File: config.mk
export PLATFORM = sky130hd
export DESIGN_NAME = risc_control_fsm_flat
export DESIGN_NICKNAME = d
export VERILOG_FILES = /design/src/rtl/risc_ctrl_if.sv /design/src/rtl/risc_control_fsm.sv /design/src/flat_wrapper.sv
export SDC_FILE = /design/constraint.sdc
export NUM_CORES = 1
export LEC_CHECK = 0
export ABC_CLOCK_PERIOD_IN_PS = 3670
export BUFFER_PORTS_ARGS = -buffer_cell sky130_fd_sc_hd__buf_2
export CORE_AREA = 2 2 39 41
export DETAILED_ROUTE_END_ITERATION = 10
export DIE_AREA = 0 0 41 43
export GPL_TIMING_DRIVEN = 0
export HOLD_SLACK_MARGIN = 0.05
export PLACE_DENSITY = 0.55
export SLEW_MARGIN = 10
export SYNTH_ARGS = -nofsm -noshare
export SYNTH_HDL_FRONTEND = slang
export SYNTH_SLANG_ARGS = --single-unit
File: constraint.sdc
create_clock -name clk -period 3.67 [get_ports clk]
set_input_delay 0.734 -clock clk [delete_from_list [all_inputs] [get_ports clk]]
set_output_delay 0.734 -clock clk [all_outputs]
set_load 0.01 [all_outputs]
File: src/rtl/risc_ctrl_if.sv
// Control bundle between the tiny-RISC sequencer and its datapath/memory.
// The master is the sequencer. The slave is the datapath side, which supplies
// the opcode, zero flag and memory ack, and receives the strobes.
interface risc_ctrl_if;
  logic [2:0] opcode;
  logic       zero;
  logic       mem_ack;
  logic       sel_addr;
  logic       mem_rd;
  logic       mem_wr;
  logic       load_ir;
  logic       inc_pc;
  logic       load_pc;
  logic       load_acc;
  logic       pass;
  logic       add;
  logic       halt;
  logic       mem_err;
  logic [2:0] state;

  modport master (
    input  opcode, zero, mem_ack,
    output sel_addr, mem_rd, mem_wr, load_ir, inc_pc, load_pc, load_acc,
           pass, add, halt, mem_err, state
  );

  modport slave (
    output opcode, zero, mem_ack,
    input  sel_addr, mem_rd, mem_wr, load_ir, inc_pc, load_pc, load_acc,
           pass, add, halt, mem_err, state
  );
endinterface

File: src/rtl/risc_control_fsm.sv
// Fetch/decode/execute sequencer for the 8-bit tiny RISC CPU.
// Optional feature: define MEM_TIMEOUT_EN to halt with mem_err when memory
// fails to ack within TIMEOUT_CYCLES wait cycles. Without the macro the
// sequencer waits forever and mem_err is tied low.
module risc_control_fsm #(
  parameter int unsigned TIMEOUT_CYCLES = 16,
  parameter int unsigned CNT_W          = 8
) (
  input  logic         clk,
  input  logic         rst,
  risc_ctrl_if.master  bus
);

  typedef enum logic [2:0] {
    IDLE   = 3'd0,
    FETCH  = 3'd1,
    DECODE = 3'd2,
    OPRD   = 3'd3,
    STORE  = 3'd4,
    HALT   = 3'd5
  } state_t;

  localparam logic [2:0] OP_HLT = 3'b000;
  localparam logic [2:0] OP_SKZ = 3'b001;
  localparam logic [2:0] OP_ADD = 3'b010;
  localparam logic [2:0] OP_LDA = 3'b011;
  localparam logic [2:0] OP_STO = 3'b100;
  localparam logic [2:0] OP_JMP = 3'b101;

  // Reject a timeout that the wait counter cannot represent.
  if (TIMEOUT_CYCLES < 1 || TIMEOUT_CYCLES > (2**CNT_W) - 1) begin : g_bad_timeout
    $error("TIMEOUT_CYCLES must be in 1..2**CNT_W-1");
  end

  state_t state_q, state_d;
  logic   timeout;
  logic   wait_state;

  assign wait_state = (state_q == FETCH) || (state_q == OPRD) || (state_q == STORE);

`ifdef MEM_TIMEOUT_EN
  logic [CNT_W-1:0] wait_cnt_q;
  logic             err_q, err_d;

  assign timeout = (wait_cnt_q == CNT_W'(TIMEOUT_CYCLES - 1)) && !bus.mem_ack;
`else
  assign timeout = 1'b0;
`endif

  // Output decode and next-state selection from state, opcode, zero and ack.
  always_comb begin
    // NOTE: every signal gets a default first so no path leaves it unassigned (no latches).
    state_d      = state_q;
`ifdef MEM_TIMEOUT_EN
    err_d        = err_q;
`endif
    bus.sel_addr = 1'b0;
    bus.mem_rd   = 1'b0;
    bus.mem_wr   = 1'b0;
    bus.load_ir  = 1'b0;
    bus.inc_pc   = 1'b0;
    bus.load_pc  = 1'b0;
    bus.load_acc = 1'b0;
    bus.pass     = 1'b0;
    bus.add      = 1'b0;
    bus.halt     = 1'b0;

    case (state_q)
      IDLE: state_d = FETCH;

      FETCH: begin
        bus.mem_rd = 1'b1;
        if (bus.mem_ack) begin
          bus.load_ir = 1'b1;
          bus.inc_pc  = 1'b1;
          state_d     = DECODE;
        end else if (timeout) begin
          state_d = HALT;
`ifdef MEM_TIMEOUT_EN
          err_d   = 1'b1;
`endif
        end
      end

      DECODE: begin
        bus.sel_addr = 1'b1;
        case (bus.opcode)
          OP_HLT:         state_d = HALT;
          OP_SKZ: begin
            bus.inc_pc = bus.zero;
            state_d    = FETCH;
          end
          OP_JMP: begin
            bus.load_pc = 1'b1;
            state_d     = FETCH;
          end
          OP_ADD, OP_LDA: state_d = OPRD;
          OP_STO:         state_d = STORE;
          default:        state_d = FETCH;
        endcase
      end

      OPRD: begin
        bus.sel_addr = 1'b1;
        bus.mem_rd   = 1'b1;
        bus.pass     = (bus.opcode == OP_LDA);
        bus.add      = (bus.opcode == OP_ADD);
        if (bus.mem_ack) begin
          bus.load_acc = 1'b1;
          state_d      = FETCH;
        end else if (timeout) begin
          state_d = HALT;
`ifdef MEM_TIMEOUT_EN
          err_d   = 1'b1;
`endif
        end
      end

      STORE: begin
        bus.sel_addr = 1'b1;
        bus.mem_wr   = 1'b1;
        if (bus.mem_ack) begin
          state_d = FETCH;
        end else if (timeout) begin
          state_d = HALT;
`ifdef MEM_TIMEOUT_EN
          err_d   = 1'b1;
`endif
        end
      end

      HALT:    bus.halt = 1'b1;

      default: state_d = IDLE;
    endcase

    // Reset masks every output, even before the state register has cleared.
    if (rst) begin
      bus.sel_addr = 1'b0;
      bus.mem_rd   = 1'b0;
      bus.mem_wr   = 1'b0;
      bus.load_ir  = 1'b0;
      bus.inc_pc   = 1'b0;
      bus.load_pc  = 1'b0;
      bus.load_acc = 1'b0;
      bus.pass     = 1'b0;
      bus.add      = 1'b0;
      bus.halt     = 1'b0;
    end
  end

  assign bus.state = rst ? 3'd0 : state_q;

`ifdef MEM_TIMEOUT_EN
  assign bus.mem_err = err_q && !rst;
`else
  assign bus.mem_err = 1'b0;
`endif

  // State register plus wait counter and sticky error flag when enabled.
  always_ff @(posedge clk) begin
    // NOTE: sequential state uses non-blocking assignments; reset here is synchronous.
    if (rst) begin
      state_q    <= IDLE;
`ifdef MEM_TIMEOUT_EN
      wait_cnt_q <= '0;
      err_q      <= 1'b0;
`endif
    end else begin
      state_q    <= state_d;
`ifdef MEM_TIMEOUT_EN
      err_q      <= err_d;
      if (state_d != state_q || bus.mem_ack)
        wait_cnt_q <= '0;
      else if (wait_state)
        wait_cnt_q <= wait_cnt_q + 1'b1;
`endif
    end
  end

`ifndef MEM_TIMEOUT_EN
  // Wait-state decode only feeds the timeout counter.
  logic unused_ok;
  assign unused_ok = wait_state;
`endif

endmodule

File: src/flat_wrapper.sv
// flat-port wrapper written by rule: the top's interface ports become plain ports
module risc_control_fsm_flat 
#(
  parameter int unsigned TIMEOUT_CYCLES = 16,
  parameter int unsigned CNT_W          = 8
)
  (clk, rst, bus_opcode, bus_zero, bus_mem_ack, bus_sel_addr, bus_mem_rd, bus_mem_wr, bus_load_ir, bus_inc_pc, bus_load_pc, bus_load_acc, bus_pass, bus_add, bus_halt, bus_mem_err, bus_state);
  risc_ctrl_if bus_i ();
  input  logic clk;
  input  logic rst;
  input wire logic [$bits(bus_i.opcode)-1:0] bus_opcode;
  input wire logic [$bits(bus_i.zero)-1:0] bus_zero;
  input wire logic [$bits(bus_i.mem_ack)-1:0] bus_mem_ack;
  output wire logic [$bits(bus_i.sel_addr)-1:0] bus_sel_addr;
  output wire logic [$bits(bus_i.mem_rd)-1:0] bus_mem_rd;
  output wire logic [$bits(bus_i.mem_wr)-1:0] bus_mem_wr;
  output wire logic [$bits(bus_i.load_ir)-1:0] bus_load_ir;
  output wire logic [$bits(bus_i.inc_pc)-1:0] bus_inc_pc;
  output wire logic [$bits(bus_i.load_pc)-1:0] bus_load_pc;
  output wire logic [$bits(bus_i.load_acc)-1:0] bus_load_acc;
  output wire logic [$bits(bus_i.pass)-1:0] bus_pass;
  output wire logic [$bits(bus_i.add)-1:0] bus_add;
  output wire logic [$bits(bus_i.halt)-1:0] bus_halt;
  output wire logic [$bits(bus_i.mem_err)-1:0] bus_mem_err;
  output wire logic [$bits(bus_i.state)-1:0] bus_state;
  assign bus_i.opcode = bus_opcode;
  assign bus_i.zero = bus_zero;
  assign bus_i.mem_ack = bus_mem_ack;
  assign bus_sel_addr = bus_i.sel_addr;
  assign bus_mem_rd = bus_i.mem_rd;
  assign bus_mem_wr = bus_i.mem_wr;
  assign bus_load_ir = bus_i.load_ir;
  assign bus_inc_pc = bus_i.inc_pc;
  assign bus_load_pc = bus_i.load_pc;
  assign bus_load_acc = bus_i.load_acc;
  assign bus_pass = bus_i.pass;
  assign bus_add = bus_i.add;
  assign bus_halt = bus_i.halt;
  assign bus_mem_err = bus_i.mem_err;
  assign bus_state = bus_i.state;
  risc_control_fsm #(.TIMEOUT_CYCLES(TIMEOUT_CYCLES), .CNT_W(CNT_W)) u_core (.clk(clk), .rst(rst), .bus(bus_i));
endmodule
==> key figures, run 1 <==
Global routing
  – Vias in the first global route: 303
  – Global Route Usage Sum: 10.5%
  – Initial antenna violation count: 0
  – Grt ovf: 0
  – First-pass GRT wire length: 1210 µm
  – Largest net degree at the start of global routing: 11

Detailed routing
  – Via count: 389
  – 1st-iter DRT viols: 4
  – Vias per inst: 4.69
  – DRC: 0
  – Routed WL: 816 µm
  – Drt wl/cell: 9.83 µm
  – DRT Pass-1 Iters: 4
  – Routed Antenna Nets: 0

Synthesis
  – Syn Std Cell Area: 344 µm²
  – Cell variety after synth: 25
  – FF+latch count, synth: 3
  – Area leader, netlist: dfxtp_1
  – Area contributors post-synth: dfxtp_1, buf_6, nor2b_1, nor4_1, a21oi_1
  – Yosys warnings: 0
  – Register area share after synthesis: 17.5%
  – Post-synth top area share: 17.5%
  – Cells after Synth: 44
  – Synthesized Nets: 51
  – Post-Syn Area per Cell: 7.82 µm²

Floorplan
  – Io pins: 21
  – Starting Density: 24.9%
  – Core area: 1380 µm²
  – Die Span Y: 43 µm
  – Die area: 1760 µm²
  – Site Rows: 14
  – Die width: 41 µm

Placed design
  – Placer Congestion: 0.615
  – Dpl cells: 79
  – Detailed placement HPWL: 658 µm
  – Input/output buffers: 19
  – Pre-CTS WS: 1.17 ns
  – Placed Area: 459 µm²

Worst setup path
  – Worst setup EP type: output port
  – CP max-delay cell: or4b_4
  – Reg2reg start: u_core.state_q[0]
  – R2R Setup Slk: 2.34 ns
  – Crit path kind: in -> out
  – Cell chain of the critical path: buf_2, or4b_4, nor3_1, a31o_1, buf_2
  – Reg2Reg Capture Point: u_core.state_q[1]
  – Required time worst endpoint: 2.94 ns
  – Cell mode on critical path: buf_2
  – Slowest stage delay, CP: 0.49 ns
  – Startpoint Class: input port
  – R2R cell count: 3
  – Critical path peak fanout: 3
  – Worst path arrival time: 1.75 ns

Timing
  – Final setup margin: 1.18 ns
  – Worst hold margin: 0.537 ns
  – Setup TNS Final: 0 ns
  – RSZ-0062 raised after global routing: no
  – Max Slew Vio Count: 0
  – Final worst path period share: 67.8%
  – Tmin final: 2.49 ns
  – Clock skew: 0.000777 ns
  – Fin. Hold Viols: 0
  – # setup viols final: 0
  – Achievable frequency: 402 MHz

CTS
  – Worst-Skew Late Latency: 0.23 ns
  – H-tree Lvls: 1
  – CTS resizes: 0
  – Clock Pin Slew Worst Setup and Hold Paths: 0.04 ns
  – Post-CTS Hold Buffers: 0
  – CTS sink cnt: 3
  – Cts bufs inserted: 3
  – CTS tree: yes
  – Root Buffer: clkbuf_4
  – CTS Buffer Depth: 2
  – Post-CTS Setup Repair Bufs: 0

Pwr
  – Power, Total: 0.142 mW
  – Pwr/cell area: 293 nW/µm²
  – Worst VDD drop: 0.000113 V
  – Leak pwr: 0.256 nW

Cells and area
  – Largest Register: u_core.state_q
  – Synthesis-to-finish area growth: 41.1%
  – Fill count: 163
  – Largest registers: u_core.state_q x3
  – Design area: 485 µm²
  – Layout cells sized above 1: 44.8%
  – Fin cells: 83
  – Max reg flops: 3
  – Final #Nets: 75
  – # diodes: 0
  – Finished Core Util: 35.1%

Job
  – Maxcap violations: 0

Status
  – Status: finished clean

Hold path
  – Hold Path Stages: 2
  – Worst min-delay path endpoint: u_core.state_q[1]
  – Hold Crit Start: u_core.state_q[2]
  – Hold Crit Class: reg -> reg
==> worst max path at each step <==
stage,slack (ns),cells after the start,from,end
after floorplan,1.35,2,bus_opcode[1],bus_load_pc
after global placement,1.18,5,bus_opcode[1],bus_inc_pc
after detailed placement,1.17,5,bus_opcode[1],bus_inc_pc
after CTS,1.17,5,bus_opcode[1],bus_inc_pc
after global routing,1.13,5,bus_opcode[1],bus_inc_pc
final,1.18,5,bus_opcode[1],bus_inc_pc
==> layer usage <==
metal	GRT usage [%]	vias to the layer above	part of all wire (%)
li1	-	204	-
met1	11.6	167	45
met2	15.9	18	44
met3	1.57	0	10
met4	10.0	0	0
met5	0	-	0
==> layout by cell type (no fill, tap or decap), types with 2 or more instances in the layout <==
master    instances
a21oi_1           3
and2b_1           2
buf_2            20
buf_6             2
clkbuf_4          3
dfxtp_1           3
inv_1             3
nand2b_1          2
nor2_1            4
nor2b_1           3
nor3_1            2
nor3b_1           2
nor4_1            3
or2b_1            2
==> layout make-up <==
class                   instances  area [µm²]  share of cell area, %
repair buffers                 19        95.1                   19.6
flip-flops and latches          3        60.1                   12.4
clock buffers                   4        26.3                   5.41
plain buffers                   4        35.0                   7.22
multi-input cells              34         238                   49.0
well taps                      16        20.0                   4.12
inverters                       3        11.3                   2.32
==> where the power goes <==
group	leakage [nW]	internal [mW]	switching [mW]
clock network	0.0150	0.0407	0.0158
registers	0.0247	0.0358	0.00318
logic	0.216	0.0233	0.0233
==> cells by family (layout without fill, tap and decap cells) <==
| kind of cell | count (synthesis) | after routing | synth area share, % |
|---|---|---|---|
| compound gates | 8 | 8 | 18.5 |
| simple gates | 24 | 24 | 46.2 |
| flops | 3 | 3 | 17.5 |
| other cells | 1 | 1 | 1.09 |
| buf+inv | 7 | 30 | 13.5 |
| mux | 1 | 1 | 3.27 |
==> Yosys cell counts (all sizes together) <==
cell	n
a2111oi	1
a211o	1
a21oi	3
a31o	1
and2b	2
and3	1
and3b	1
buf	4
conb	1
dfxtp	3
inv	3
mux2	1
nand2b	2
nor2	4
nor2b	3
nor3	2
nor3b	2
nor4	3
o21a	1
o22a	1
or2b	2
or4b	2
==> critical path, delay by kind of cell <==
kind	cells	cell delay [ns]
and+or+nand+nor	2	0.63
AOI/OAI and AO/OA	1	0.16
buffers and inverters	2	0.23
Power figures use the tool's default switching activity.
==> inputs of run 2 (changes only) <==
--- a/config.mk
+++ b/config.mk
@@ -5,14 +5,15 @@
 export SDC_FILE = /design/constraint.sdc
 export NUM_CORES = 1
 export LEC_CHECK = 0
-export ABC_CLOCK_PERIOD_IN_PS = 3670
+export ABC_AREA = 1
+export ABC_CLOCK_PERIOD_IN_PS = 2500
 export BUFFER_PORTS_ARGS = -buffer_cell sky130_fd_sc_hd__buf_2
 export CORE_AREA = 2 2 39 41
 export DETAILED_ROUTE_END_ITERATION = 10
 export DIE_AREA = 0 0 41 43
 export GPL_TIMING_DRIVEN = 0
 export HOLD_SLACK_MARGIN = 0.05
-export PLACE_DENSITY = 0.55
+export PLACE_DENSITY = 0.52
 export SLEW_MARGIN = 10
 export SYNTH_ARGS = -nofsm -noshare
 export SYNTH_HDL_FRONTEND = slang
==> constraint.sdc (replaced) <==
create_clock -name clk -period 2.5 [get_ports clk]
set_input_delay 0.5 -clock clk [delete_from_list [all_inputs] [get_ports clk]]
set_output_delay 0.5 -clock clk [all_outputs]
set_load 0.01 [all_outputs]
==> run 2 against run 1 <==
  * Power increased by 55%
  * Clock power up 49%
  * Hold slack better by 0.041 ns
  * Combinational power up 56%
  * Synthesized cell count rose by 36%
  * Critical path type is now reg -> out
==> key figures, run 2 <==
CTS
  – Root Buffer: clkbuf_4 (unchanged)
  – H-tree Lvls: 1 (unchanged)
  – CTS resizes: 0 (unchanged)
  – Post-CTS Hold Buffers: 0 (unchanged)
  – Cts bufs inserted: 3 (unchanged)
  – Clock Pin Slew Worst Setup and Hold Paths: 0.04 ns (about the same)
  – CTS sink cnt: 3 (unchanged)
  – CTS Buffer Depth: 2 (unchanged)
  – Post-CTS Setup Repair Bufs: 0 (unchanged)
  – Worst-Skew Late Latency: 0.23 ns (about the same)
  – CTS tree: yes (unchanged)

Synthesis
  – Post-synth EDFFs: 0 (unchanged)
  – Area leader, netlist: nor2_1 (was dfxtp_1)
  – FF+latch count, synth: 3 (unchanged)
  – Ys flop type: dfxtp_1 (unchanged)
  – Yosys warnings: 0 (unchanged)
  – Most common cell in the netlist: nor2_1 (unchanged)
  – Cells after Synth: 60 (was 44)
  – Post-Syn Area per Cell: 5.28 µm² (was 7.82 µm²)
  – Cell variety after synth: 17 (was 25)
  – Post-synth top area share: 21.3% (was 17.5%)
  – Async SR Flop Fraction: 0% (unchanged)
  – Syn Std Cell Area: 317 µm² (was 344 µm²)
  – Register area share after synthesis: 19.0% (was 17.5%)
  – Synthesized Nets: 67 (was 51)
  – Area contributors post-synth: nor2_1, dfxtp_1, nand2_1, nand3_1, nand2_2 (was dfxtp_1, buf_6, nor2b_1, nor4_1, a21oi_1)
  – Most common library cells after synthesis: nor2_1, nand2_1, nand3_1, inv_1

Timing
  – Fin. Hold Viols: 0 (unchanged)
  – Worst hold margin: 0.578 ns (was 0.537 ns)
  – Final worst path period share: 71.3%
  – Achievable frequency: 561 MHz
  – Max Slew Vio Count: 0 (unchanged)
  – Setup TNS Final: 0 ns (unchanged)
  – RSZ-0062 raised after global routing: no (unchanged)
  – Tmin final: 1.78 ns
  – Clock skew: 0.000371 ns (was 0.000777 ns)
  – # setup viols final: 0 (unchanged)

Global routing
  – First-pass GRT wire length: 1210 µm (unchanged)
  – Grt ovf: 0 (unchanged)
  – Largest net degree at the start of global routing: 11 (unchanged)
  – Initial antenna violation count: 0 (unchanged)
  – Global Route Usage Sum: 10.7% (was 10.5%)
  – Vias in the first global route: 321 (was 303)

Hold path
  – Hold Path Stages: 2 (unchanged)
  – Hold Crit Class: reg -> reg (unchanged)
  – Hold Crit Start: u_core.state_q[0] (was u_core.state_q[2])
  – Worst min-delay path endpoint: u_core.state_q[1] (unchanged)

Pwr
  – Pwr/cell area: 480 nW/µm² (was 293 nW/µm²)
  – Power, Total: 0.220 mW (was 0.142 mW)
  – Worst VDD drop: 0.000158 V (was 0.000113 V)
  – Leak pwr: 0.251 nW (was 0.256 nW)

Cells and area
  – Final #Nets: 91 (was 75)
  – Fill count: 161 (was 163)
  – Synthesis-to-finish area growth: 44.7% (was 41.1%)
  – Design area: 458 µm² (was 485 µm²)
  – Max reg flops: 3 (unchanged)
  – Commonest non-fill, non-tap cell in the layout: buf_2 (unchanged)
  – Finished Core Util: 33.1% (was 35.1%)
  – # diodes: 0 (unchanged)
  – Commonest non-fill, non-tap cells in the layout: buf_2, nor2_1, nand2_1 (was buf_2, nor2_1)
  – Largest Register: u_core.state_q (unchanged)
  – Largest registers: u_core.state_q x3 (unchanged)
  – Layout cells sized above 1: 36.1% (was 44.8%)

Worst setup path
  – Worst setup EP type: output port (unchanged)
  – Critical path buffers and inverters: 2 (unchanged)
  – Reg2Reg Capture Point: u_core.state_q[0] (was u_core.state_q[1])
  – R2R cell count: 5 (was 3)
  – Critical path peak fanout: 8 (was 3)
  – Required time worst endpoint: 2.00 ns (was 2.94 ns)
  – Worst path arrival time: 1.28 ns (was 1.75 ns)
  – R2R Setup Slk: 1.47 ns (was 2.34 ns)
  – CP max-delay cell: dfxtp_1 (was or4b_4)
  – Crit path kind: reg -> out (was in -> out)
  – Top delay family on crit path: simple AND/OR/NAND/NOR gates (unchanged)
  – Cell chain of the critical path: inv_2, nand2_2, nor2_1, nand3_1, o21ai_2, buf_2 (was buf_2, or4b_4, nor3_1, a31o_1, buf_2)
  – Reg2reg start: u_core.state_q[0] (unchanged)
  – Slowest stage delay, CP: 0.34 ns (was 0.49 ns)
  – Startpoint Class: flop (was input port)

Detailed routing
  – Drt wl/cell: 9.31 µm (was 9.83 µm)
  – Routed WL: 922 µm (was 816 µm)
  – DRT Pass-1 Iters: 4 (unchanged)
  – DRC: 0 (unchanged)
  – Routed Antenna Nets: 0 (unchanged)
  – Vias per inst: 4.32 (was 4.69)
  – 1st-iter DRT viols: 5 (was 4)
  – Via count: 428 (was 389)

Floorplan
  – Core area: 1380 µm² (unchanged)
  – Die width: 41 µm (unchanged)
  – Die Span Y: 43 µm (unchanged)
  – Site Rows: 14 (unchanged)
  – Io pins: 21 (unchanged)
  – Starting Density: 22.9% (was 24.9%)
  – Die area: 1760 µm² (unchanged)

Placed design
  – Placer Congestion: 0.765 (was 0.615)
  – Input/output buffers: 19 (unchanged)
  – Placed Area: 432 µm² (was 459 µm²)
  – Detailed placement HPWL: 724 µm (was 658 µm)

Job
  – Maxcap violations: 0 (unchanged)

Status
  – Status: finished clean (unchanged)
-- run 2: cell count changes after synthesis, sizes merged, moves of 2 or more --
| cell | change |
|---|---|
| nand2b | -2 |
| and2b | -2 |
| nand2 | +12 |
| nand3 | +6 |
| o21ai | +3 |
| nor3b | -2 |
| or2b | -2 |
| inv | +3 |
| nor2 | +14 |
| buf | -2 |
| nor2b | -3 |
| or4b | -2 |
-- run 2: kinds of logic after synthesis --
logic type,Yosys count,share of synthesized area [%]
other,1,1.18
DFF,3,19.0
buffers and inverters,8,11.1
and+or+nand+nor,42,58.1
AOI/OAI and AO/OA,6,10.7
-- run 2: worst max-delay path by stage --
stage / start / to / depth (start not counted)
after global routing: u_core.state_q[1] / bus_inc_pc / 5
after detailed placement: rst / bus_halt / 4
after global placement: rst / bus_add / 4
final: u_core.state_q[2] / bus_inc_pc / 6
after CTS: u_core.state_q[1] / bus_inc_pc / 5
after floorplan: rst / bus_add / 2
-- run 2: where the power goes --
part / switching, mW / leakage [nW] / internal, mW / total (mW)
combinational: 0.0456 / 0.212 / 0.0269 / 0.0725
sequential: 0.00974 / 0.0247 / 0.0535 / 0.0632
clock: 0.0244 / 0.0150 / 0.0598 / 0.0842
-- run 2: layout make-up --
type | instances | area (µm²) | share of cell area [%]
buffer | 2 | 12.5 | 2.73
clock buffer | 4 | 26.3 | 5.74
multi-input combinational | 49 | 221 | 48.4
timing repair buffer | 19 | 95.1 | 20.8
inverter | 6 | 22.5 | 4.92
tap | 16 | 20.0 | 4.37
sequential | 3 | 60.1 | 13.1
-- run 2: worst min-delay path, stage by stage (launching register included) --
cell	delay [ns]
dfxtp_1	0.36
nand4_1	0.11
o21ai_1	0.05
-- run 2: routing by layer --
| layer | wire length (µm) | GRT usage, % | vias to the layer above |
|---|---|---|---|
| met5 | 0 | 0 | - |
| li1 | - | - | 242 |
| met2 | 427 | 15.6 | 15 |
| met1 | 424 | 11.5 | 171 |
| met3 | 71 | 3.14 | 0 |
| met4 | 0 | 10.0 | 0 |
-- run 2: metrics by stage --
stage	std cells	setup WS, ns
floorplan	60	0.906
global placement	95	0.803
detailed placement	95	0.804
CTS	99	0.681
global route	99	0.565
finish	99	0.717
